--- config.mk ---
export PLATFORM = sky130hd
export DESIGN_NAME = reg_anim_ctl_flat
export DESIGN_NICKNAME = d
export VERILOG_FILES = /design/src/rtl/reg_anim_ctl_if.sv /design/src/rtl/reg_anim_ctl.sv /design/src/flat_wrapper.sv
export SDC_FILE = /design/constraint.sdc
export NUM_CORES = 1
export LEC_CHECK = 0
export BUFFER_PORTS_ARGS = -buffer_cell sky130_fd_sc_hd__buf_2
export CAP_MARGIN = 10
export CELL_PAD_IN_SITES_DETAIL_PLACEMENT = 1
export CELL_PAD_IN_SITES_GLOBAL_PLACEMENT = 2
export CORE_MARGIN = 3
export CORE_UTILIZATION = 31
export DETAILED_ROUTE_END_ITERATION = 7
export GPL_ROUTABILITY_DRIVEN = 0
export GPL_TIMING_DRIVEN = 1
export PLACE_DENSITY = 0.82
export SLEW_MARGIN = 20
export SYNTH_ARGS = -nofsm -noshare
export SYNTH_HDL_FRONTEND = slang
export SYNTH_SLANG_ARGS = --single-unit
--- constraint.sdc ---
create_clock -name px_clk -period 2.45 [get_ports px_clk]
set_input_delay 0.1225 -clock px_clk [delete_from_list [all_inputs] [get_ports px_clk]]
set_output_delay 0.1225 -clock px_clk [all_outputs]
set_load 0.05 [all_outputs]
--- src/rtl/reg_anim_ctl_if.sv ---
// rtl/reg_anim_ctl_if.sv - control inputs and display outputs of the register-overlay animation controller
interface reg_anim_ctl_if #(
  parameter int NREG   = 4,
  parameter int REG_W  = 16,
  parameter int FCNT_W = 8,
  parameter int ZOOM_W = 3,
  parameter int POS_W  = 10
);
  localparam int SEL_W = (NREG > 1) ? $clog2(NREG) : 1;

  logic                  endframe;
  logic [1:0]            mode;
  logic                  zoom_hold;
  logic                  load_en;
  logic [SEL_W-1:0]      load_sel;
  logic [REG_W-1:0]      load_val;
  logic [3:0]            btn;
  logic [NREG*REG_W-1:0] registers;
  logic [ZOOM_W-1:0]     zoom;
  logic [POS_W-1:0]      x_pos;
  logic [POS_W-1:0]      y_pos;
  logic [FCNT_W-1:0]     frame_cnt;
  logic                  led;

  modport master (
    output endframe, mode, zoom_hold, load_en, load_sel, load_val, btn,
    input  registers, zoom, x_pos, y_pos, frame_cnt, led
  );

  modport slave (
    input  endframe, mode, zoom_hold, load_en, load_sel, load_val, btn,
    output registers, zoom, x_pos, y_pos, frame_cnt, led
  );
endinterface

--- src/rtl/reg_anim_ctl.sv ---
// rtl/reg_anim_ctl.sv - frame-driven register animator with zoom ping-pong and button positions
module reg_anim_ctl #(
  parameter int              NREG          = 4,
  parameter int              REG_W         = 16,
  parameter logic [REG_W-1:0] REG_INIT     = 16'h0019,
  parameter int              FCNT_W        = 8,
  parameter int              REG_DIV_LOG2  = 4,
  parameter int              ZOOM_DIV_LOG2 = 7,
  parameter int              ZOOM_W        = 3,
  parameter int              ZOOM_MAX      = 4,
  parameter int              POS_W         = 10,
  parameter int              POS_MIN       = 0,
  parameter int              POS_MAX       = 639,
  parameter int              POS_STEP      = 4
) (
  input logic           px_clk,
  input logic           rst_n,
  reg_anim_ctl_if.slave bus
);
  localparam int SEL_W = (NREG > 1) ? $clog2(NREG) : 1;

  typedef enum logic {Z_UP, Z_DOWN} zoom_state_t;

  logic              endframe_q;
  logic [3:0]        btn_s1;
  logic [3:0]        btn_s2;
  logic [FCNT_W-1:0] fcnt_q;
  logic [REG_W-1:0]  reg_q [NREG];
  logic [POS_W-1:0]  x_q;
  logic [POS_W-1:0]  y_q;
  logic [ZOOM_W-1:0] zoom_q;
  logic [ZOOM_W-1:0] zoom_d;
  zoom_state_t       state_q;
  zoom_state_t       state_d;
  logic              frame_tick;
  logic              reg_tick;
  logic              zoom_tick;

  // endframe_q resets high so a level already high at reset release is not a tick
  assign frame_tick = bus.endframe & ~endframe_q;
  assign reg_tick   = frame_tick & (&fcnt_q[REG_DIV_LOG2-1:0]);
  assign zoom_tick  = frame_tick & (&fcnt_q[ZOOM_DIV_LOG2-1:0]);

  // Saturating step evaluated one bit wider so the top bound cannot wrap
  function automatic logic [POS_W-1:0] pos_next(input logic [POS_W-1:0] pos,
                                                input logic up, input logic down);
    logic [POS_W:0] wide;
    wide     = {1'b0, pos} + (POS_W+1)'(POS_STEP);
    pos_next = pos;
    if (up && !down) begin
      pos_next = (wide > (POS_W+1)'(POS_MAX)) ? POS_W'(POS_MAX) : wide[POS_W-1:0];
    end else if (down && !up) begin
      pos_next = ({1'b0, pos} < (POS_W+1)'(POS_MIN + POS_STEP)) ?
                 POS_W'(POS_MIN) : pos - POS_W'(POS_STEP);
    end
  endfunction

  always_ff @(posedge px_clk or negedge rst_n) begin
    if (!rst_n) begin
      endframe_q <= 1'b1;
      btn_s1     <= '0;
      btn_s2     <= '0;
      fcnt_q     <= '0;
      x_q        <= POS_W'(POS_MIN);
      y_q        <= POS_W'(POS_MIN);
    end else begin
      endframe_q <= bus.endframe;
      btn_s1     <= bus.btn;
      btn_s2     <= btn_s1;
      if (frame_tick) begin
        fcnt_q <= fcnt_q + 1'b1;
        x_q    <= pos_next(x_q, btn_s2[0], btn_s2[1]);
        y_q    <= pos_next(y_q, btn_s2[2], btn_s2[3]);
      end
    end
  end

  // An out-of-range load_sel never equals a channel index, so it is dropped
  for (genvar i = 0; i < NREG; i++) begin : g_reg
    always_ff @(posedge px_clk or negedge rst_n) begin
      if (!rst_n) begin
        reg_q[i] <= REG_INIT + REG_W'(i);
      end else if (bus.load_en && bus.load_sel == SEL_W'(i)) begin
        reg_q[i] <= bus.load_val;
      end else if (reg_tick) begin
        if (bus.mode == 2'b00) begin
          reg_q[i] <= reg_q[i] + REG_W'(i + 1);
        end else if (bus.mode == 2'b01) begin
          reg_q[i] <= reg_q[i] - REG_W'(i + 1);
        end
      end
    end
  end

  always_ff @(posedge px_clk or negedge rst_n) begin
    if (!rst_n) begin
      state_q <= Z_UP;
      zoom_q  <= '0;
    end else begin
      state_q <= state_d;
      zoom_q  <= zoom_d;
    end
  end

  always_comb begin
    state_d = state_q;
    zoom_d  = zoom_q;
    if (zoom_tick && !bus.zoom_hold) begin
      case (state_q)
        Z_UP: begin
          if (zoom_q < ZOOM_W'(ZOOM_MAX)) begin
            zoom_d = zoom_q + 1'b1;
          end else begin
            zoom_d  = zoom_q - 1'b1;
            state_d = Z_DOWN;
          end
        end
        default: begin
          if (zoom_q != '0) begin
            zoom_d = zoom_q - 1'b1;
          end else begin
            zoom_d  = zoom_q + 1'b1;
            state_d = Z_UP;
          end
        end
      endcase
    end
  end

  always_comb begin
    bus.registers = '0;
    for (int i = 0; i < NREG; i++) begin
      bus.registers[i*REG_W +: REG_W] = reg_q[i];
    end
  end

  assign bus.zoom      = zoom_q;
  assign bus.x_pos     = x_q;
  assign bus.y_pos     = y_q;
  assign bus.frame_cnt = fcnt_q;
  assign bus.led       = fcnt_q[FCNT_W-1];
endmodule

--- src/flat_wrapper.sv ---
// flat-port wrapper written by rule: the top's interface ports become plain ports
module reg_anim_ctl_flat 
#(
  parameter int              NREG          = 4,
  parameter int              REG_W         = 16,
  parameter logic [REG_W-1:0] REG_INIT     = 16'h0019,
  parameter int              FCNT_W        = 8,
  parameter int              REG_DIV_LOG2  = 4,
  parameter int              ZOOM_DIV_LOG2 = 7,
  parameter int              ZOOM_W        = 3,
  parameter int              ZOOM_MAX      = 4,
  parameter int              POS_W         = 10,
  parameter int              POS_MIN       = 0,
  parameter int              POS_MAX       = 639,
  parameter int              POS_STEP      = 4
)
  (px_clk, rst_n, bus_endframe, bus_mode, bus_zoom_hold, bus_load_en, bus_load_sel, bus_load_val, bus_btn, bus_registers, bus_zoom, bus_x_pos, bus_y_pos, bus_frame_cnt, bus_led);
  reg_anim_ctl_if #(.NREG(NREG), .REG_W(REG_W), .FCNT_W(FCNT_W), .ZOOM_W(ZOOM_W), .POS_W(POS_W)) bus_i ();
  input logic px_clk;
  input logic rst_n;
  input wire logic [$bits(bus_i.endframe)-1:0] bus_endframe;
  input wire logic [$bits(bus_i.mode)-1:0] bus_mode;
  input wire logic [$bits(bus_i.zoom_hold)-1:0] bus_zoom_hold;
  input wire logic [$bits(bus_i.load_en)-1:0] bus_load_en;
  input wire logic [$bits(bus_i.load_sel)-1:0] bus_load_sel;
  input wire logic [$bits(bus_i.load_val)-1:0] bus_load_val;
  input wire logic [$bits(bus_i.btn)-1:0] bus_btn;
  output wire logic [$bits(bus_i.registers)-1:0] bus_registers;
  output wire logic [$bits(bus_i.zoom)-1:0] bus_zoom;
  output wire logic [$bits(bus_i.x_pos)-1:0] bus_x_pos;
  output wire logic [$bits(bus_i.y_pos)-1:0] bus_y_pos;
  output wire logic [$bits(bus_i.frame_cnt)-1:0] bus_frame_cnt;
  output wire logic [$bits(bus_i.led)-1:0] bus_led;
  assign bus_i.endframe = bus_endframe;
  assign bus_i.mode = bus_mode;
  assign bus_i.zoom_hold = bus_zoom_hold;
  assign bus_i.load_en = bus_load_en;
  assign bus_i.load_sel = bus_load_sel;
  assign bus_i.load_val = bus_load_val;
  assign bus_i.btn = bus_btn;
  assign bus_registers = bus_i.registers;
  assign bus_zoom = bus_i.zoom;
  assign bus_x_pos = bus_i.x_pos;
  assign bus_y_pos = bus_i.y_pos;
  assign bus_frame_cnt = bus_i.frame_cnt;
  assign bus_led = bus_i.led;
  reg_anim_ctl #(.NREG(NREG), .REG_W(REG_W), .REG_INIT(REG_INIT), .FCNT_W(FCNT_W), .REG_DIV_LOG2(REG_DIV_LOG2), .ZOOM_DIV_LOG2(ZOOM_DIV_LOG2), .ZOOM_W(ZOOM_W), .ZOOM_MAX(ZOOM_MAX), .POS_W(POS_W), .POS_MIN(POS_MIN), .POS_MAX(POS_MAX), .POS_STEP(POS_STEP)) u_core (.px_clk(px_clk), .rst_n(rst_n), .bus(bus_i));
endmodule
==> run_results.csv <==
group,metric,value,unit
outcome,status,"finished, final reports clean",
sta,relSlewSlack,50.2,%
synth,yosysTopAreaCell,"dfrtp_1",
synth,ys.flop_type,"dfrtp_1",
clocking,path_clk_slew,80,ps
setup_path,cp_num_cells,9,
place,placed_area,9560,um2
setup_path,crit_chain,"xnor2_1 > ha_2 > a211o_1 > a211oi_2 > o21bai_2 > a221o_1 > a211o_1 > mux2i_1 > o31ai_1",
cells_and_area,multiInputGateArea,5100,um2
sta,hold_viol,0,
sta,period_needed,2450,ps
cells_and_area,fillCellCount,2995,
die,start_util,32.0,%
die,num_rows,57,
synth,yosys_warnings,0,
global_route,grt_pass1_wl,44.7,mm
drt,drtAntennaViolNets,0,
clocking,clockBufferDepth,2,
sta,fin_crit_sh,99.9,%
setup_path,cp_max_fo,3,
cells_and_area,drive_above_1_share,25.1,%
clocking,cts_max_level,3,
setup_path,ff2ff_setup_slack,2,ps
setup_path,worst_r2r_path_depth,9,
cells_and_area,n_antenna_cell,0,
synth,ys_types,76,
clocking,clk_latency,360,ps
global_route,grt_start_max_net_pins,68,
power_and_ir_drop,leakagePower,4.47,nW
place,numPortBuffers,124,
power_and_ir_drop,power_density,962,nW/um2
die,dieArea,27500,um2
sta,max_slew.worst_pin.slew,745,ps
synth,synth_edf_count,0,
clocking,root_buffer,"clkbuf_16",
global_route,grt-ovfl-total,0,
synth,syn_avg_cell_area,8.10,um2
sta,finalSetupViolCount,0,
synth,syn-instance-count,979,
synth,synth_common_cells,"nand2_1 (118), a21oi_1 (98), nor2_1 (91), dfrtp_1 (89), o21ai_0 (67)",
drt,num_vias,8113,
cells_and_area,seq_area,2600,um2
sta,rsz0062_at_grt,"true",
setup_path,path_delay_family,"compound AO/OA/AOI/OAI gates",
setup_path,cp-start-kind,"flip-flop",
drt,wl,27.8,mm
clocking,cts_buffers,9,
setup_path,r2r-start,"u_core.bus.registers[1]",
cells_and_area,final_nets,1266,
clocking,cts.sinks,103,
setup_path,arrival,2720,ps
drt,wire_per_inst,18.5,um
die,die_w,166,um
power_and_ir_drop,finalPower,0.00967,W
synth,synth.most_common_cell,"nand2_1",
setup_path,r2r-end,"u_core.bus.registers[14]",
sta,finalClockSkew,11.0,ps
synth,netlist_area,7930,um2
sta,timing.fmax,409,MHz
setup_path,crit_buf_inv,0,
setup_path,crit_path_end_kind,"flip-flop",
drt,drcViolationCount,0,
cells_and_area,area_delta_synth_final,26.7,%
global_route,grt_pass1_vias,8402,
synth,ys_seq_area_share,32.7,%
cells_and_area,fin_area,10000,um2
power_and_ir_drop,ir_worst_vdd,0.000672,V
global_route,track_usage,19.8,%
die,die-height,166,um
setup_path,slowest_delay,420,ps
global_route,antenna_found_initial,0,
drt,via_per_inst,5.39,
drt,drt_iter0_markers,375,
die,num_io_pins,125,
cells_and_area,fin_cells,1505,
worst_hold_path,hp-class,"in2reg",
setup_path,crit_path_top_delay_cell,"dfrtp_2",
synth,synth-seq-cells,103,
setup_path,crit_end,"u_core.bus.registers[14]",
sta,drv_slew,0,
synth,synth_top_area_share,28.1,%
synth,synth_top_cells_by_area,"dfrtp_1 (28%), ha_1 (9.6%), a21oi_1 (6.2%), nand2_1 (5.6%), dfstp_2 (4.6%)",
drt,dr.pass1.iters,5,
setup_path,crit_type,"reg2reg",
place,hpwl,20.8,mm
die,core_area,24700,um2
synth,synth-async-reset-ratio,100,%
setup_path,required,2720,ps
clocking,cts_tree,"built",
job,maxCapViolCount,0,
setup_path,crit_path_frequent_cell,"a211o_1",
setup_path,startpoint,"u_core.bus.registers[1]",
place,placed_cells,1477,
synth,synth_fp_nets,1069,
[worst register-to-register path: cells and delay by family (launching register included)]
family	cells	cell delay [ps]
adders and majority gates	1	190
DFF	1	420
AOI/OAI and AO/OA	6	1500
muxes	1	120
xor gates and xnor gates	1	130
[kinds of logic after synthesis]
family	share of synthesized area, %
XOR/XNOR	6.19
AND/OR/NAND/NOR	22.2
flip-flops	32.7
multiplexers	1.61
AO/OA/AOI/OAI	23.7
adder cells (fa/ha/maj)	9.63
buffers and inverters	4.01
[power breakdown]
part	internal (W)	switching [W]	total, W
clock	0.000902	0.000727	0.00163
combinational	0.00199	0.00342	0.00541
sequential	0.00210	0.000525	0.00263
[routing by layer]
layer,part of all wire [%],GRT usage [%],up-vias
li1,-,-,3946
met1,47,26.2,3991
met2,48,34.0,153
met3,3.7,3.07,23
met4,1.6,4.41,0
met5,0,0,-
[metrics by stage]
| stage | setup TNS [ps] | hold slack, ps | worst slack (ps) | util [%] |
|---|---|---|---|---|
| after CTS | 0 | 30.9 | 15.6 | 40.2 |
| after detailed placement | -464 | 134 | -178 | 38.6 |
| after global routing | -221 | 58.0 | -192 | 40.6 |
| after floorplan | -70.1 | -173 | -70.1 | - |
| after global placement | -21.5 | 134 | -21.5 | 38.6 |
| final | 0 | 48.0 | 2.14 | 40.6 |
[registers in the layout (all words and copies together), names as in the netlist]
register              count
u_core.bus.frame_cnt      8
u_core.bus.x_pos          9
u_core.state_q            1
u_core.bus.zoom           3
u_core.bus.registers     64
u_core.btn_s1             4
u_core.bus.y_pos          9
u_core.btn_s2             4
u_core.endframe_q         1
[layout make-up]
cell class | count | share of cell area (%)
clock buffer | 9 | 2.24
clock inverter | 7 | 0.959
inverter | 25 | 0.984
multi-input combinational | 799 | 50.7
sequential | 103 | 25.9
tap | 324 | 4.03
timing repair buffer | 238 | 15.1
[worst min-delay path by stage]
stage	startpoint	endpoint	slack [ps]	cells past startpoint
floorplan	rst_n	u_core.btn_s1[0]	-170	0
global placement	rst_n	u_core.bus.y_pos[4]	130	1
detailed placement	rst_n	u_core.bus.y_pos[5]	130	1
CTS	bus_load_val[1]	u_core.bus.registers[17]	30	3
global route	bus_load_val[1]	u_core.bus.registers[49]	60	3
finish	bus_load_val[1]	u_core.bus.registers[17]	50	3
[cell usage in the layout (no fill, tap or decap), types with 11 or more instances in the layout]
cell type    n
nand2_1    118
inv_1       24
buf_2      123
a21o_1      12
nand3_1     40
buf_4      106
xnor2_1     38
nand2b_1    11
a31oi_1     30
dfstp_2     13
and3_1      15
nor3_1      25
nor2_1      90
xor2_1      17
ha_1        59
o21ai_0     65
nand4_1     15
dfrtp_1     87
a21oi_1     97
[repair_timing]
item | 4_1_cts | 5_1_grt
setup buffers | 0 | 5
gates resized for setup | 1 | 14
pin swaps | 0 | 13
cloned | 0 | 0
hold buffers | 7 | 0
hold endpoints to repair | 41 | 0
endpoints found under the setup margin | 1 | 12
(Power assumes the default switching activity.)
